### config.mk
export PLATFORM = sky130hd
export DESIGN_NAME = seg_word_scanner
export DESIGN_NICKNAME = d
export VERILOG_FILES = /design/src/rtl/seg_word_scanner_pkg.sv /design/src/rtl/seg_word_scanner_decoder.sv /design/src/rtl/seg_word_scanner.sv
export SDC_FILE = /design/constraint.sdc
export NUM_CORES = 1
export LEC_CHECK = 0
export CORE_ASPECT_RATIO = 1.2
export CORE_MARGIN = 2
export CORE_UTILIZATION = 40
export CTS_CLUSTER_DIAMETER = 120
export DETAILED_ROUTE_END_ITERATION = 12
export PLACE_DENSITY = 0.69
export REMOVE_ABC_BUFFERS = 1
export SLEW_MARGIN = 20
export SYNTH_ARGS = -nofsm -noshare
export SYNTH_HDL_FRONTEND = slang
export SYNTH_HIERARCHICAL = 1
export SYNTH_SLANG_ARGS = --single-unit
### constraint.sdc
create_clock -name clk_i -period 3.15 [get_ports clk_i]
set_clock_uncertainty 0.1 [all_clocks]
set_input_delay 0.945 -clock clk_i [delete_from_list [all_inputs] [get_ports clk_i]]
set_output_delay 0.945 -clock clk_i [all_outputs]
set_load 0.02 [all_outputs]
### src/rtl/seg_word_scanner_pkg.sv
// Shared types and constants for the scanning 7-segment word display.
// The hex table matches the existing display decoder's encoding.
package seg_word_scanner_pkg;

    typedef enum logic [1:0] {
        StIdle,
        StShow,
        StGap
    } state_e;

    localparam logic [6:0] SEG_BLANK = 7'h00;

    // Index 15 is listed first: F, E, D, ... 1, 0.
    localparam logic [15:0][6:0] HEX_SEG_TABLE = {
        7'h71, 7'h79, 7'h5E, 7'h39, 7'h7C, 7'h77, 7'h6F, 7'h7F,
        7'h07, 7'h7D, 7'h6D, 7'h66, 7'h4F, 7'h5B, 7'h06, 7'h3F
    };

    function automatic logic [6:0] hex_to_seg(input logic [3:0] nibble);
        return HEX_SEG_TABLE[nibble];
    endfunction

endpackage

### src/rtl/seg_word_scanner_decoder.sv
// Nibble to 7-segment decoder (seg[0]=a .. seg[6]=g, active-high) with a blanking gate.
module seg_word_scanner_decoder
    import seg_word_scanner_pkg::*;
(
    input  logic [3:0] nibble_i,
    input  logic       blank_i,
    output logic [6:0] seg_o
);

    always_comb begin
        seg_o = SEG_BLANK;
        if (!blank_i) begin
            seg_o = hex_to_seg(nibble_i);
        end
    end

endmodule

### src/rtl/seg_word_scanner.sv
// Scans the nibbles of a snapshotted 32-bit word, MSB first, onto one 7-segment digit,
// with a dwell per digit, an optional blank gap, and a frame-done strobe.
module seg_word_scanner
    import seg_word_scanner_pkg::*;
#(
    parameter int unsigned DWELL_CYCLES = 4,
    parameter int unsigned BLANK_CYCLES = 2,
    parameter int unsigned DIGITS       = 8
) (
    input  logic        clk_i,
    input  logic        reset_i,
    input  logic        enable_i,
    input  logic [31:0] value_i,
    output logic [6:0]  seg_o,
    output logic        dp_o,
    output logic [2:0]  digit_idx_o,
    output logic        frame_done_o
);

    localparam int unsigned MaxCycles = (DWELL_CYCLES > BLANK_CYCLES) ? DWELL_CYCLES
                                                                      : BLANK_CYCLES;
    localparam int unsigned CntW = $clog2(MaxCycles + 1);
    localparam logic [CntW-1:0] DwellLast = CntW'(DWELL_CYCLES - 1);
    localparam logic [CntW-1:0] BlankLast = CntW'((BLANK_CYCLES > 0) ? BLANK_CYCLES - 1 : 0);
    localparam logic [2:0] DigitMsb = 3'(DIGITS - 1);

    if (DWELL_CYCLES < 1 || DIGITS < 1 || DIGITS > 8) begin : gen_param_check
        $error("seg_word_scanner: DWELL_CYCLES must be >= 1 and DIGITS in 1..8");
    end

    state_e          state_q, state_d;
    logic [2:0]      digit_q, digit_d;
    logic [CntW-1:0] cnt_q, cnt_d;
    logic [31:0]     shadow_q, shadow_d;

    logic show_last, gap_last, advance;

    always_ff @(posedge clk_i) begin
        if (reset_i) begin
            state_q  <= StIdle;
            digit_q  <= DigitMsb;
            cnt_q    <= '0;
            shadow_q <= '0;
        end else begin
            state_q  <= state_d;
            digit_q  <= digit_d;
            cnt_q    <= cnt_d;
            shadow_q <= shadow_d;
        end
    end

    assign show_last = (state_q == StShow) && (cnt_q == DwellLast);
    assign gap_last  = (state_q == StGap) && (cnt_q == BlankLast);
    // With no gap the digit advances straight out of its last dwell cycle.
    assign advance   = (BLANK_CYCLES == 0) ? show_last : gap_last;

    always_comb begin
        state_d  = state_q;
        digit_d  = digit_q;
        cnt_d    = cnt_q;
        shadow_d = shadow_q;

        if (!enable_i) begin
            state_d = StIdle;
            digit_d = DigitMsb;
            cnt_d   = '0;
        end else begin
            unique case (state_q)
                StIdle: begin
                    state_d  = StShow;
                    digit_d  = DigitMsb;
                    shadow_d = value_i;
                    cnt_d    = '0;
                end
                StShow: begin
                    if (show_last) begin
                        cnt_d = '0;
                        if (BLANK_CYCLES != 0) begin
                            state_d = StGap;
                        end
                    end else begin
                        cnt_d = cnt_q + 1'b1;
                    end
                end
                StGap: begin
                    cnt_d = gap_last ? '0 : cnt_q + 1'b1;
                end
                default: begin
                    state_d = StIdle;
                end
            endcase

            if (advance) begin
                state_d = StShow;
                cnt_d   = '0;
                if (digit_q == 3'd0) begin
                    digit_d  = DigitMsb;
                    shadow_d = value_i;
                end else begin
                    digit_d = digit_q - 3'd1;
                end
            end
        end
    end

    seg_word_scanner_decoder u_decoder (
        .nibble_i (shadow_q[{digit_q, 2'b00} +: 4]),
        .blank_i  (state_q != StShow),
        .seg_o    (seg_o)
    );

    assign dp_o         = (state_q == StShow) && (digit_q == DigitMsb);
    assign digit_idx_o  = digit_q;
    assign frame_done_o = advance && (digit_q == 3'd0);

endmodule

==> results of run 1 <==
cells in the mapped netlist, drive strengths merged, types with 4 or more instances:
cell type / count / share of area
a21oi: 5 / 0.0096
buf: 9 / 0.047
clkbuf: 6 / 0.0086
dfxtp: 40 / 0.31
ha: 16 / 0.077
inv: 17 / 0.024
mux2: 5 / 0.022
mux2i: 37 / 0.14
mux4: 9 / 0.078
nand2: 5 / 0.0072
nand2b: 30 / 0.075
nor2: 6 / 0.0086
nor2b: 4 / 0.0096
nor3: 5 / 0.0096
o211ai: 4 / 0.012
o21ai: 4 / 0.0077
or2b: 35 / 0.11
through the flow:
step / TNS, ns / setup slack (ns) / hold slack, ns / total power [mW]
CTS: -2.27 / -0.397 / 0.389 / 1.13
floorplan: -3.07 / -0.631 / 0.348 / 0.689
global route: -2.76 / -0.472 / 0.418 / 1.17
global placement: -3.21 / -0.549 / 0.373 / 0.793
finish: -2.06 / -0.397 / 0.389 / 1.13
detailed placement: -3.50 / -0.581 / 0.377 / 0.796
sequential cells by signal, summed over array words and instances, names as in the netlist:
| signal | cells |
|---|---|
| state_q | 2 |
| digit_idx_o | 3 |
| shadow_q | 32 |
| cnt_q | 3 |
power groups by stage:
stage | registers, mW | clock network [mW] | logic, mW
floorplan | 0.554 | 0 | 0.135
global placement | 0.560 | 0 | 0.232
detailed placement | 0.560 | 0 | 0.237
CTS | 0.548 | 0.340 | 0.241
global route | 0.552 | 0.350 | 0.272
finish | 0.548 | 0.328 | 0.250
per-layer routing:
layer  track usage  vias up
met4        0.0595        0
met3        0.0263        6
met2         0.269       34
li1              -      965
met5             0        -
met1         0.176      877
worst max path at each step:
stage	from	end
2_1_floorplan	digit_idx_o[0]	seg_o[6]
3_3_place_gp	digit_idx_o[0]	seg_o[6]
3_5_place_dp	digit_idx_o[0]	seg_o[6]
4_1_cts	digit_idx_o[0]	seg_o[3]
5_1_grt	digit_idx_o[0]	seg_o[3]
6_report	digit_idx_o[0]	seg_o[3]
what timing repair did:
| item | 4_1_cts | 5_1_grt |
|---|---|---|
| gates resized for setup | 51 | 14 |
| buffers inserted | 1 | 0 |
| pin swaps | 3 | 5 |
| setup endpoints to repair | 7 | 7 |
worst max-delay path: cells and delay by family (launching register included):
family | cells | cell delay (ns)
fa+ha+maj | 1 | 0.12
buf+inv | 4 | 0.34
flops | 1 | 0.35
mux | 3 | 1.29
simple gates | 1 | 0.10
cell type report:
type | instances | area share
clock buffers | 5 | 0.0204
clock inverters | 2 | 0.00371
inverters | 17 | 0.0204
multi-input cells | 179 | 0.495
flip-flops and latches | 40 | 0.238
well taps | 85 | 0.0315
repair buffers | 67 | 0.191
kinds of logic (layout without fill, tap and decap cells):
family	count (synthesis)	in the layout	share of synthesized area
AND/OR/NAND/NOR	90	90	0.231
AO/OA/AOI/OAI	22	22	0.0605
adder cells (fa/ha/maj)	16	16	0.0768
multiplexers	51	51	0.241
buffers and inverters	33	91	0.0831
flip-flops	40	40	0.307
==> impl_results.md, run 1 <==
- Tot GR Track Use: 0.150
- Area after DPL: 3200 µm²
- Syn. warnings: 6
- CP peak stage delay: 0.48 ns
- Post-synthesis register bit count: 40
- Mapped Cells: 252
- Ys async rst share: 0
- Multi-input gate area: 1670 µm²
- I/O Buffers: 46
- Routed WL: 5120 µm
- Min-delay src: cnt_q[1]
- Peak supply drop: 0.000201 V
- CORE AREA: 6370 µm²
- Worst skew pair latency: 0.29 ns
- Fmax: 282 MHz
- Sequential element share of the synthesized area: 0.307
- Reg2reg path depth: 7
- Net Sw Frac: 0.261
- CP cell instances: buf_6 > mux4_2 > mux2_4 > inv_4 > ha_4 > inv_2 > mux4_2 > nor2_4 > buf_6
- Avg Inst Size Synth: 10.3 µm²
- Synthesized area: 2610 µm²
- Reg2reg setup slack: 0.87 ns
- # Max-Cap Violations: 0
- Register share of total power: 0.487
- Wirelength per Cell: 13.0 µm
- Critical path endpoint category: primary output
- Antenna violations before repair: 0
- Predominant post-synthesis flop cell: dfxtp_1
- First-pass DRT Iterations: 4
- Hold depth: 2
- WHS Endpoint: cnt_q[1]
- Fin. Hold Viols: 0
- Critical path's slowest cell: mux4_2
- Die Wd: 77.7 µm
- Worst Path Arrival: 2.50 ns
- Met2 routed WL: 2600 µm
- Initial Utilization: 0.409
- CTS tree: done
- Pin count of the biggest net entering global routing: 67
- EDFF count, synth: 0
- Static Leak: 1.45 nW
- Die area: 7180 µm²
- I/O pin count: 47
- Slew margin rel.: 0.307
- Via-to-Cell Ratio: 4.76
- Clk slew on worst S/H paths: 0.08 ns
- Post-Layout Cell Count: 395
- Syn-to-layout area delta: 29.4%
- DRC errors left: 0
- R2r startpoint: digit_idx_o[0]
- Fill count: 574
- Failing checks: setup timing
- Met3 WL: 155 µm
- Clk pwr share: 0.291
- Die Y-Extent: 92.4 µm
- Metal-1 WL: 2260 µm
- Initial drt markers: 80
- Placed insts: 387
- Fin util: 0.530
- Switch Pwr: 0.294 mW
- First-pass GRT wire length: 8600 µm
- Internal Power: 0.832 mW
- CP Launch Type: register
- Outcome: finished with violations
- Required time of the worst setup path: 2.10 ns
- Final min period: 3.55 ns
- DP HPWL: 3740 µm
- Vias in the first global route: 1922
- Root Driver: clkbuf_8
- Reg-to-Reg End: shadow_q[10]
- Diode count: 0
- Synth unique cells: 34
- RSZ-0062 raised after global routing: yes
- Total grt overflow: 0
- Measured slew at the worst slew-check pin: 1.04 ns
- Htree depth: 2
- Final worst path period share: 1.13
- Min-delay worst type: register to register
- Total CTS buffers: 5
- Row count: 32
- # setup viols final: 7
- Crit path max fanout: 5
- Register area: 802 µm²
- Slew Viols, Final: 0
- Routed Antenna Nets: 0
- Max clock buf depth: 2
- GPL Wtd Cong: 0.818
- Vias: 1882
- Combinational power share: 0.222
- PwrDens: 334 nW/µm²
- Cts hold-fix bufs: 0
- Clock sink count: 40
- Crit path kind: register to primary output
- Cell area after layout: 3370 µm²
- Layout Nets: 361
- Share of cells above drive strength 1: 0.252
- Final worst slack: -0.397 ns
- Top Metal Used: met4
- Commonest non-fill, non-tap cells in the layout: 39 x dfxtp_1, 39 x clkdlybuf4s50_1, 37 x mux2i_1
No activity file was read; power rests on OpenSTA's default activity.
==> run 2: changes to the inputs <==
--- a/config.mk
+++ b/config.mk
@@ -17,3 +17,4 @@
 export SYNTH_HDL_FRONTEND = slang
 export SYNTH_HIERARCHICAL = 1
 export SYNTH_SLANG_ARGS = --single-unit
+export TNS_END_PERCENT = 50
==> impl_results.md, run 2 (synthesized netlist as in run 1, its figures left out) <==
- Final Power: 1.12 mW (was 1.13 mW)
- Die Wd: 77.7 µm (unchanged)
- Die Y-Extent: 92.4 µm (unchanged)
- Commonest non-fill, non-tap cells in the layout: 39 x dfxtp_1, 39 x clkdlybuf4s50_1, 37 x mux2i_1 (unchanged)
- Multi-input gate area: 1660 µm² (was 1670 µm²)
- Clock sink count: 40 (unchanged)
- Fmax: 282 MHz (about the same)
- Crit path kind: register to primary output (unchanged)
- Tot GR Track Use: 0.150 (unchanged)
- Routed WL: 5110 µm (was 5120 µm)
- Outcome: finished with violations (unchanged)
- First-pass GRT wire length: 8600 µm (unchanged)
- Vias in the first global route: 1922 (unchanged)
- Max reg flops: 32 (unchanged)
- Max clock buf depth: 2 (unchanged)
- Static Leak: 1.44 nW (was 1.45 nW)
- CTS tree: done (unchanged)
- Required time of the worst setup path: 2.10 ns (about the same)
- Fill count: 572 (was 574)
- Worst skew pair latency: 0.29 ns (about the same)
- Total grt overflow: 0 (unchanged)
- GR Util met1: 0.176 (unchanged)
- Measured slew at the worst slew-check pin: 1.04 ns (about the same)
- DP HPWL: 3740 µm (unchanged)
- Min-delay worst type: register to register (unchanged)
- Initial Utilization: 0.409 (unchanged)
- Slew Viols, Final: 0 (unchanged)
- First-pass DRT Iterations: 4 (unchanged)
- CORE AREA: 6370 µm² (unchanged)
- DRC errors left: 0 (unchanged)
- Final worst slack: -0.398 ns (was -0.397 ns)
- GPL Wtd Cong: 0.818 (unchanged)
- Busiest grt layer: met2 (unchanged)
- CP Launch Type: register (unchanged)
- Failing checks: setup timing (unchanged)
- Post-Layout Cell Count: 395 (unchanged)
- I/O Buffers: 46 (unchanged)
- Critical path endpoint category: primary output (unchanged)
- Row count: 32 (unchanged)
- Reg with most FFs: shadow_q (unchanged)
- Final min period: 3.55 ns (about the same)
- I/O pin count: 47 (unchanged)
- Register area: 802 µm² (unchanged)
- Fin. Hold Viols: 0 (unchanged)
- Met2 Usage GRT: 0.269 (unchanged)
- Final hold slack: 0.389 ns (unchanged)
- Worst Path Arrival: 2.50 ns (about the same)
- PwrDens: 335 nW/µm² (was 334 nW/µm²)
- Wirelength per Cell: 12.9 µm (was 13.0 µm)
- Antenna violations before repair: 0 (unchanged)
- Total CTS buffers: 5 (unchanged)
- Clk slew on worst S/H paths: 0.08 ns (about the same)
- Share of cells above drive strength 1: 0.248 (was 0.252)
- Syn-to-layout area delta: 28.9% (was 29.4%)
- Pin count of the biggest net entering global routing: 67 (unchanged)
- Crit path max fanout: 5 (unchanged)
- # setup viols final: 7 (unchanged)
- Vias: 1874 (was 1882)
- Htree depth: 2 (unchanged)
- Die area: 7180 µm² (unchanged)
- Final worst path period share: 1.13 (about the same)
- Diode count: 0 (unchanged)
- GR Util met3: 0.0263 (unchanged)
- Placed insts: 387 (unchanged)
- Peak supply drop: 0.000201 V (about the same)
- # Max-Cap Violations: 0 (unchanged)
- Slew margin rel.: 0.305 (was 0.307)
- Via-to-Cell Ratio: 4.74 (was 4.76)
- RSZ-0062 raised after global routing: yes (unchanged)
- Initial drt markers: 55 (was 80)
- Root Driver: clkbuf_8 (unchanged)
- Routed Antenna Nets: 0 (unchanged)
- Layout Nets: 361 (unchanged)
## run 2: worst paths after layout
path	startpoint	slack [ns]	cells after the start	endpoint
max reg2reg	digit_idx_o[0]	0.87	7	shadow_q[10]
max	digit_idx_o[0]	-0.40	9	seg_o[3]
min	cnt_q[1]	0.39	2	cnt_q[1]
min reg2reg	cnt_q[1]	0.39	2	cnt_q[1]
## run 2: where the power goes
group | switching, mW | internal (mW)
combinational | 0.102 | 0.146
clock | 0.178 | 0.150
sequential | 0.0138 | 0.534
## run 2: timing repair
action,in CTS,in global routing
resized for setup,51,11
pin swaps,3,4
endpoints found under the setup margin,7,7
cloned,0,0
hold buffers,0,0
buffers inserted,1,0
## run 2: critical path: stages (launching register included)
cell and delay, ns:
dfxtp_2 0.35, buf_6 0.11, mux4_2 0.48, mux2_4 0.34
inv_4 0.08, ha_4 0.12, inv_2 0.03, mux4_2 0.47
nor2_4 0.10, buf_6 0.12
## run 2: final cells by class
type                       count  area share
clock buffer                   5      0.0205
tap                           85      0.0317
inverter                      17      0.0205
multi-input combinational    179       0.495
sequential                    40       0.239
clock inverter                 2     0.00372
timing repair buffer          67       0.190
## run 2: routing by layer
layer / vias up / share of wire
li1: 966 / -
met1: 868 / 0.44
met2: 34 / 0.51
met3: 6 / 0.031
met4: 0 / 0.018
met5: - / 0
## run 2: metrics by stage
stage / util / area (µm²) / setup WS, ns / TNS (ns)
2_1_floorplan: - / 2450 / -0.631 / -3.07
3_3_place_gp: 0.502 / 3200 / -0.549 / -3.21
3_5_place_dp: 0.502 / 3200 / -0.581 / -3.50
4_1_cts: 0.521 / 3320 / -0.397 / -2.27
5_1_grt: 0.528 / 3360 / -0.472 / -2.78
6_report: 0.528 / 3360 / -0.398 / -2.05
==> run 3: changes to the inputs <==
--- a/config.mk
+++ b/config.mk
@@ -10,8 +10,9 @@
 export CORE_UTILIZATION = 40
 export CTS_CLUSTER_DIAMETER = 120
 export DETAILED_ROUTE_END_ITERATION = 12
-export PLACE_DENSITY = 0.69
+export PLACE_DENSITY_LB_ADDON = 0.08
 export REMOVE_ABC_BUFFERS = 1
+export SKIP_CTS_REPAIR_TIMING = 1
 export SLEW_MARGIN = 20
 export SYNTH_ARGS = -nofsm -noshare
 export SYNTH_HDL_FRONTEND = slang
==> impl_results.md, run 3 (synthesized netlist as in run 1, its figures left out) <==
- Critical Path Start: digit_idx_o[0] (unchanged)
- Fin. Hold Viols: 0 (unchanged)
- DP Worst Slack: -0.585 ns (was -0.581 ns)
- Routed Antenna Nets: 0 (unchanged)
- Clock sink count: 40 (unchanged)
- Slew margin rel.: 0.276 (was 0.305)
- Outcome: finished with violations (unchanged)
- Vias: 1905 (was 1874)
- Top Metal Used: met4 (unchanged)
- Reg2reg setup slack: 0.86 ns (was 0.87 ns)
- Final worst slack: -0.437 ns (was -0.398 ns)
- Area after DPL: 3200 µm² (about the same)
- Total grt overflow: 0 (unchanged)
- Final worst path period share: 1.14 (was 1.13)
- First-pass DRT Iterations: 4 (unchanged)
- Routed WL: 5310 µm (was 5110 µm)
- Worst Path Arrival: 2.54 ns (was 2.50 ns)
- Root Driver: clkbuf_8 (unchanged)
- Tot GR Track Use: 0.149 (was 0.150)
- DP HPWL: 3760 µm (was 3740 µm)
- Pin count of the biggest net entering global routing: 55 (was 67)
- Layout Nets: 365 (was 361)
- Share of cells above drive strength 1: 0.248 (about the same)
- I/O Buffers: 46 (unchanged)
- Placed insts: 389 (was 387)
- Antenna violations before repair: 0 (unchanged)
- Max reg flops: 32 (unchanged)
- Failing checks: setup timing (unchanged)
- Diode count: 0 (unchanged)
- Max clock buf depth: 2 (unchanged)
- Met3 WL: 184 µm (was 160 µm)
- CTS tree: done (unchanged)
- Commonest non-fill, non-tap cells in the layout: 39 x dfxtp_1, 39 x clkdlybuf4s50_1, 37 x mux2i_1 (unchanged)
- Cell area after layout: 3350 µm² (was 3360 µm²)
- CORE AREA: 6370 µm² (unchanged)
- Reg-to-Reg End: shadow_q[14] (was shadow_q[10])
- Syn-to-layout area delta: 28.7% (was 28.9%)
- Peak supply drop: 0.000216 V (was 0.000201 V)
- Htree depth: 2 (unchanged)
- Initial Utilization: 0.409 (unchanged)
- Total CTS buffers: 5 (unchanged)
- Initial drt markers: 76 (was 55)
- # setup viols final: 7 (unchanged)
- Met2 routed WL: 2610 µm (was 2590 µm)
- Reg2reg path depth: 5 (was 7)
- Reg with most FFs: shadow_q (unchanged)
- Via-to-Cell Ratio: 4.77 (was 4.74)
- Crit path kind: register to primary output (unchanged)
- Worst skew pair latency: 0.29 ns (about the same)
- DRC errors left: 0 (unchanged)
- Final min period: 3.59 ns (was 3.55 ns)
- Row count: 32 (unchanged)
- # Max-Cap Violations: 0 (unchanged)
- Min-delay worst type: register to register (unchanged)
- I/O pin count: 47 (unchanged)
- PwrDens: 336 nW/µm² (was 335 nW/µm²)
- Critical path endpoint category: primary output (unchanged)
- Vias in the first global route: 1805 (was 1922)
- TNS Setup: -2.27 ns (was -2.05 ns)
- Crit path max fanout: 4 (was 5)
- Worst Setup EP: seg_o[3] (unchanged)
- GPL Wtd Cong: 0.805 (was 0.818)
- Wirelength per Cell: 13.3 µm (was 12.9 µm)
- First-pass GRT wire length: 8640 µm (was 8600 µm)
- RSZ-0062 raised after global routing: yes (unchanged)
- Clk slew on worst S/H paths: 0.08 ns (about the same)
- Final hold slack: 0.390 ns (was 0.389 ns)
- Required time of the worst setup path: 2.10 ns (about the same)
- Measured slew at the worst slew-check pin: 1.09 ns (was 1.04 ns)
- Static Leak: 1.45 nW (was 1.44 nW)
- Die area: 7180 µm² (unchanged)
- Fmax: 279 MHz (was 282 MHz)
- CP Launch Type: register (unchanged)
- Post-Layout Cell Count: 399 (was 395)
- R2r startpoint: state_q[0] (was digit_idx_o[0])
- Die Y-Extent: 92.4 µm (unchanged)
- Fill count: 605 (was 572)
- Die Wd: 77.7 µm (unchanged)
- Metal-1 WL: 2410 µm (was 2270 µm)
- Slew Viols, Final: 0 (unchanged)
-- run 3: cell types whose count changed in the layout (fill, tap and decap cells not counted) --
cell / delta
buf_12: -1
inv_1: +1
inv_2: -1
buf_4: +7
ha_4: -1
mux2_4: -1
ha_2: +1
buf_6: -2
nor2_1: +1
nor2_2: -1
mux2_1: +1
-- run 3: worst max-delay path: stages (launching register included) --
cell	delay, ns
dfxtp_2	0.35
buf_6	0.12
mux4_2	0.49
mux2_4	0.33
inv_4	0.07
ha_4	0.12
inv_2	0.03
mux4_2	0.48
nor2_4	0.12
buf_6	0.12
-- run 3: cell type report --
class,count,area [µm²],share of cell area
clock buffers,5,68.8,0.0205
well taps,85,106,0.0317
multi-input cells,179,1650,0.491
clock inverters,2,12.5,0.00373
flip-flops and latches,40,802,0.239
repair buffers,71,649,0.194
inverters,17,68.8,0.0205
-- run 3: stage by stage --
stage | total power, mW | utilization
6_report | 1.13 | 0.527
5_1_grt | 1.18 | 0.527
4_1_cts | 1.12 | 0.515
3_5_place_dp | 0.796 | 0.503
3_3_place_gp | 0.794 | 0.503
2_1_floorplan | 0.689 | -
-- run 3: how the worst min path moves through the flow --
stage | to | depth (start not counted) | from | slack, ns
global placement | cnt_q[1] | 2 | cnt_q[1] | 0.38
global route | cnt_q[2] | 2 | cnt_q[2] | 0.44
finish | cnt_q[1] | 2 | cnt_q[1] | 0.39
floorplan | shadow_q[23] | 2 | shadow_q[23] | 0.35
detailed placement | cnt_q[2] | 2 | cnt_q[2] | 0.38
CTS | cnt_q[1] | 2 | cnt_q[1] | 0.39
-- run 3: report_power, final --
part / switching (mW) / internal (mW) / total, mW
logic: 0.102 / 0.144 / 0.246
registers: 0.0143 / 0.534 / 0.549
clock network: 0.181 / 0.150 / 0.331
total: 0.297 / 0.828 / 1.13
-- run 3: layer usage --
metal	vias to the layer above	GRT usage
met4	0	0.0536
met2	35	0.248
met1	883	0.192
met5	-	0
met3	10	0.0263
li1	977	-
